## src/rtl/alu_sequencer.sv

```systemverilog
// alu_sequencer: multi-cycle ADD/SUB/MUL controller sharing one adder, valid/ready in and out.
//
// Ports:
//   clk, rst_n             clock (rising edge), asynchronous active-low reset
//   in_valid/in_ready      request handshake; op (00 ADD, 01 SUB, 10 MUL, 11 reserved), a, b unsigned
//   out_valid/out_ready    result handshake; result, flag (carry/borrow/overflow), err (unsupported op)
//
// Build option: define ALU_SEQ_MUL_EN to compile in the shift-add multiplier;
// without it op 10 is answered like the reserved op.

module full_adder #(
    parameter int W = 16
) (
    input  logic [W-1:0] x,
    input  logic [W-1:0] y,
    input  logic         cin,
    output logic [W-1:0] s,
    output logic         cout
);
    assign {cout, s} = {1'b0, x} + {1'b0, y} + {{W{1'b0}}, cin};
endmodule

module alu_sequencer #(
    parameter int DATA_WIDTH = 16
) (
    input  logic                  clk,
    input  logic                  rst_n,
    input  logic                  in_valid,
    output logic                  in_ready,
    input  logic [1:0]            op,
    input  logic [DATA_WIDTH-1:0] a,
    input  logic [DATA_WIDTH-1:0] b,
    output logic                  out_valid,
    input  logic                  out_ready,
    output logic [DATA_WIDTH-1:0] result,
    output logic                  flag,
    output logic                  err
);
    localparam logic [1:0] IDLE = 2'd0;
    localparam logic [1:0] EXEC = 2'd1;
    localparam logic [1:0] DONE = 2'd3;
`ifdef ALU_SEQ_MUL_EN
    localparam logic [1:0] MUL  = 2'd2;
    localparam int         CW   = $clog2(DATA_WIDTH);
`endif

    logic [1:0]            state;
    logic                  sub;
    logic [DATA_WIDTH-1:0] a_r, b_r, x, y, s;
    logic                  cin, cout;
`ifdef ALU_SEQ_MUL_EN
    logic [CW-1:0]         cnt;
    logic [DATA_WIDTH-1:0] hi, lo;
`endif

    assign in_ready  = state == IDLE;
    assign out_valid = state == DONE;

    // Adder operand steering: EXEC uses a +/- b, MUL accumulates a into hi when lo[0] is set.
    always_comb begin
        x   = a_r;
        y   = sub ? ~b_r : b_r;
        cin = sub;
`ifdef ALU_SEQ_MUL_EN
        if (state == MUL) begin
            x   = hi;
            y   = lo[0] ? a_r : '0;
            cin = 1'b0;
        end
`endif
    end

    full_adder #(.W(DATA_WIDTH)) u_add (
        .x    (x),
        .y    (y),
        .cin  (cin),
        .s    (s),
        .cout (cout)
    );

    always_ff @(posedge clk or negedge rst_n) begin
        if (!rst_n) begin
            state  <= IDLE;
            sub    <= 1'b0;
            a_r    <= '0;
            b_r    <= '0;
            result <= '0;
            flag   <= 1'b0;
            err    <= 1'b0;
`ifdef ALU_SEQ_MUL_EN
            cnt    <= '0;
            hi     <= '0;
            lo     <= '0;
`endif
        end else begin
            case (state)
                IDLE: if (in_valid) begin
                    sub <= op[0];
                    a_r <= a;
                    b_r <= b;
                    if (!op[1]) begin
                        state <= EXEC;
`ifdef ALU_SEQ_MUL_EN
                    end else if (!op[0]) begin
                        state <= MUL;
                        cnt   <= '0;
                        hi    <= '0;
                        lo    <= b;
`endif
                    end else begin
                        state  <= DONE;
                        result <= '0;
                        flag   <= 1'b0;
                        err    <= 1'b1;
                    end
                end
                EXEC: begin
                    state  <= DONE;
                    result <= s;
                    flag   <= sub ? ~cout : cout;
                    err    <= 1'b0;
                end
`ifdef ALU_SEQ_MUL_EN
                // {hi,lo} <= {cout,s,lo} >> 1; the last pass also latches the product.
                MUL: begin
                    hi  <= {cout, s[DATA_WIDTH-1:1]};
                    lo  <= {s[0], lo[DATA_WIDTH-1:1]};
                    cnt <= cnt + 1'b1;
                    if (cnt == CW'(DATA_WIDTH - 1)) begin
                        state  <= DONE;
                        result <= {s[0], lo[DATA_WIDTH-1:1]};
                        flag   <= |{cout, s[DATA_WIDTH-1:1]};
                        err    <= 1'b0;
                    end
                end
`endif
                default: if (out_ready) state <= IDLE;
            endcase
        end
    end
endmodule

```

## config.mk

```make
export PLATFORM = sky130hd
export DESIGN_NAME = alu_sequencer
export DESIGN_NICKNAME = d
export VERILOG_FILES = /design/src/rtl/alu_sequencer.sv
export SDC_FILE = /design/constraint.sdc
export NUM_CORES = 1
export LEC_CHECK = 0
export BUFFER_PORTS_ARGS = -buffer_cell sky130_fd_sc_hd__buf_2
export CORE_UTILIZATION = 45
export DETAILED_ROUTE_END_ITERATION = 8
export HOLD_SLACK_MARGIN = 0.1
export PLACE_DENSITY = 0.78
export SKIP_LAST_GASP = 1
export SYNTH_ARGS = -nofsm -noshare
export SYNTH_HDL_FRONTEND = slang
export SYNTH_SLANG_ARGS = --single-unit
```

## constraint.sdc

```tcl
create_clock -name clk -period 3.5 [get_ports clk]
set_input_delay 0.7 -clock clk [delete_from_list [all_inputs] [get_ports clk]]
set_output_delay 0.7 -clock clk [all_outputs]
set_load 0.005 [all_outputs]
```

==> results.env <==
RESULT_OF_THE_RUN='finished, final reports clean'
TIMING.SETUP.TNS_NS=0
FIRSTDRTPASSITERS=4
CTS.REPAIR.RESIZED=0
POST_SYNTH_XOR_AREA_FRACTION=0.0881
COREAREA_MM2=0.00606
CP_COMMON_CELL='xor2_1'
ANTENNA_VIOLATIONS_BEFORE_REPAIR=0
SYNTH_TOP_CELLS_BY_AREA='dfrtp_1 46%, mux2_2 13%, ha_1 6.5%, xor2_1 6.4%, nand2_1 3.0%'
SYNTHESIZED_AREA_FRACTION_OCCUPIED_BY_AND_OR_NAND_NOR_CELLS=0.0725
FINALCLOCKSKEW_NS=0.00492
IO-PIN-COUNT=58
RSZ0062_AT_GRT='no'
GRT_PASS1_WL_UM=9380
SYNTH_COMPOUND_GATE_AREA_SHARE=0.149
DIE_AREA_MM2=0.00673
YOSYS_MOST_USED_DFF='dfrtp_1'
BUFFER_DEPTH_OF_THE_LONGEST_CLOCK_PATH=2
SYNTH_WARNINGS=0
CLKSINKCOUNT=53
DRT_DRC_VIOLATIONS_LEFT=0
CRIT_PATH_TOP_DELAY_CELL='dfrtp_1'
TOTAL_OVERFLOW_REPORTED_BY_THE_GLOBAL_ROUTER=0
FLOORPLAN.INITIALDENSITY=0.476
PLACE.GP.CONGESTION=0.845
FINAL_NON_FILLER_CELLS=387
YOSYS-TOP-CELLS-COUNT='53 x dfrtp_1, 33 x mux2_2, 23 x nand2_1, 21 x xor2_1, 17 x o21ai_0'
INSERTEDDIODECOUNT=0
CP-END-KIND='flip-flop'
ACHIEVABLE-FREQUENCY_GHz=0.340
DETAIL_ROUTE.WL_PER_CELL_UM=14.6
HTREE_NUM_LEVELS=2
SYNTH-SEQ-CELLS=53
PIN_COUNT_OF_THE_BIGGEST_NET_ENTERING_GLOBAL_ROUTING=44
DR_VIAS_CELL=5.45
MULTIPLEXER_AREA_FRACTION_AFTER_SYNTHESIS=0.134
ANTENNA_VIOLATING_NETS_POST_ROUTE=0
HOLD_VIOLATIONS=0
SYNTH_TOP_FAMILY_BY_AREA='compound AO/OA/AOI/OAI gates'
STD_CELL_ROWS=28
SYN-MEAN-INSTANCE-AREA_UM2=11.3
MAXSLEWVIOLCOUNT=0
SYNTHDOMINANTAREACELLTYPE='dfrtp_1'
SYNTHADDERAREAFRAC=0.0720
SYNTH.MOST_COMMON_CELL='dfrtp_1'
CP.REQUIRED_NS=3.68
NUMBER_OF_PORT_BUFFERS=57
CRITICALPATHCATEGORY='reg2reg'
TIMING.CRITICAL_PATH.SLOWEST_CELL_DELAY_NS=0.91
PLACE.DETAILED.INSTANCES=380
FIN_HOLD_WS_NS=0.481
CLK_PIN_SLEW_WORST_PATHS_NS=0.09
NETLIST_AREA_MM2=0.00288
POST-ROUTE-PERIOD-UTIL=0.841
NUM-NETS-FINAL=366
GROUTE.USAGE.OVERALL=0.185
CRIT_PATH_START_KIND='flip-flop'
SYN_TO_FINAL_GROWTH_PCT=15.1
CTS.HOLD.BUFFERS_ADDED=0
TRITONCTS='yes'
CRITICAL_PATH_ARRIVAL_NS=3.12
NUMBER_OF_GLOBAL_ROUTE_VIAS_BEFORE_REPAIR=2006
POST-CTS-SETUP-BUFFERS=0
DRIVE_ABOVE_1_SHARE=0.346
NUM_CTS_BUFFERS=5
MAX_CAP_VIOLATIONS=0
FINALCRITICALPERIOD_NS=2.94
VERT_DIE_DIM_UM=82.0
SYN_NETS=310
CLOCK_INSERTION_DELAY_WORST_SKEW_NS=0.30
CLK_ROOT_BUFFER_CELL='clkbuf_8'
COUNT_OF_FLIP_FLOPS_WITH_A_BUILT_IN_ENABLE_AFTER_SYNTHESIS=0
TIGHTEST_SLEW_NS=0.967
SYNTH-ASYNC-RESET-RATIO=1.00
CRIT_CHAIN='xor2_1, ha_1, and3_1, a221oi_1, o311ai_0, a21oi_1, xor2_1, o21ai_0'
TIMING.HOLD.WORST.CLASS='reg2reg'
WIRELENGTH_UM=5650
SYNTH_LARGEST_TYPE_AREA_FRACTION=0.460
YS_TYPES=43
MAX-SLEW-MARGIN-REL=0.356
INITIALDRTVIOLATIONCOUNT=126
SYNTHESIS.INSTANCES=256
TIMING.FINAL.SETUP_VIOLATIONS=0
HPWL_UM=4240
SYNTH_SEQ_AREA_SHARE=0.460
FP.DIEW_UM=82.0
CP_MAX_FO=18
ROUTED-VIA-COUNT=2108
==> cell families after synthesis <==
| group | after synthesis |
|---|---|
| simple gates | 46 |
| compound gates | 62 |
| flops | 53 |
| fa+ha+maj | 16 |
| mux | 34 |
| buf+inv | 16 |
| xor+xnor | 29 |
==> layout make-up <==
type	count	area, um^2
sequential	53	1330
timing repair buffer	59	300
fill	557	2740
multi-input combinational	187	1490
clock buffer	6	82.6
clock inverter	1	7.51
inverter	6	22.5
tap	75	93.8
==> worst max-delay path, delay by kind of cell, from the launching register on <==
family | cells | cell delay, ns
flops | 1 | 0.91
fa+ha+maj | 1 | 0.41
xor+xnor | 2 | 0.33
compound gates | 4 | 0.96
simple gates | 1 | 0.22
==> per-layer routing <==
metal,up-vias,share of wire,global-route usage
li1,1036,-,-
met1,1013,0.50,0.266
met2,47,0.44,0.272
met3,12,0.040,0.0356
met4,0,0.020,0.0737
met5,-,0,0
==> final timing paths <==
| check | startpoint | endpoint | slack (ns) | cells past startpoint |
|---|---|---|---|---|
| max in group asynchronous | rst_n | a_r[12] | 2.23 | 2 |
| min | result[0] | result[0] | 0.48 | 2 |
| min in group asynchronous | rst_n | b_r[2] | 0.55 | 1 |
| min reg2reg | result[0] | result[0] | 0.48 | 2 |
| max | cin | result[12] | 0.56 | 8 |
| max reg2reg | cin | result[12] | 0.56 | 8 |
==> flip-flops by register name, summed over array words and instances (netlist names) <==
name / flops
a_r: 16
b_r: 16
cin: 1
err: 1
flag: 1
result: 16
state: 2
==> layout by cell type (no fill, tap or decap), drive strengths merged, types with 3 or more instances in the layout <==
master,netlist,final
a21o,8,8
a21oi,9,9
a22o,4,4
and2,3,3
buf,1,59
clkbuf,9,6
dfrtp,53,53
ha,15,15
inv,6,6
mux2,34,34
nand2,23,23
nand3,3,3
nand4,3,3
nor2,9,9
o21a,3,3
o21ai,17,17
o21bai,3,3
xnor2,8,8
xor2,21,21
==> through the flow <==
| step | cell area [um^2] | util | setup WS, ns |
|---|---|---|---|
| after global routing | 3320 | 0.548 | 0.311 |
| after CTS | 3320 | 0.548 | 0.536 |
| after floorplan | 2880 | - | 0.812 |
| after global placement | 3230 | 0.533 | 0.658 |
| final | 3320 | 0.548 | 0.557 |
| after detailed placement | 3230 | 0.533 | 0.556 |
Power is not shown: default switching activity piles up to over one toggle a cycle in this logic, so the estimate is an artifact.
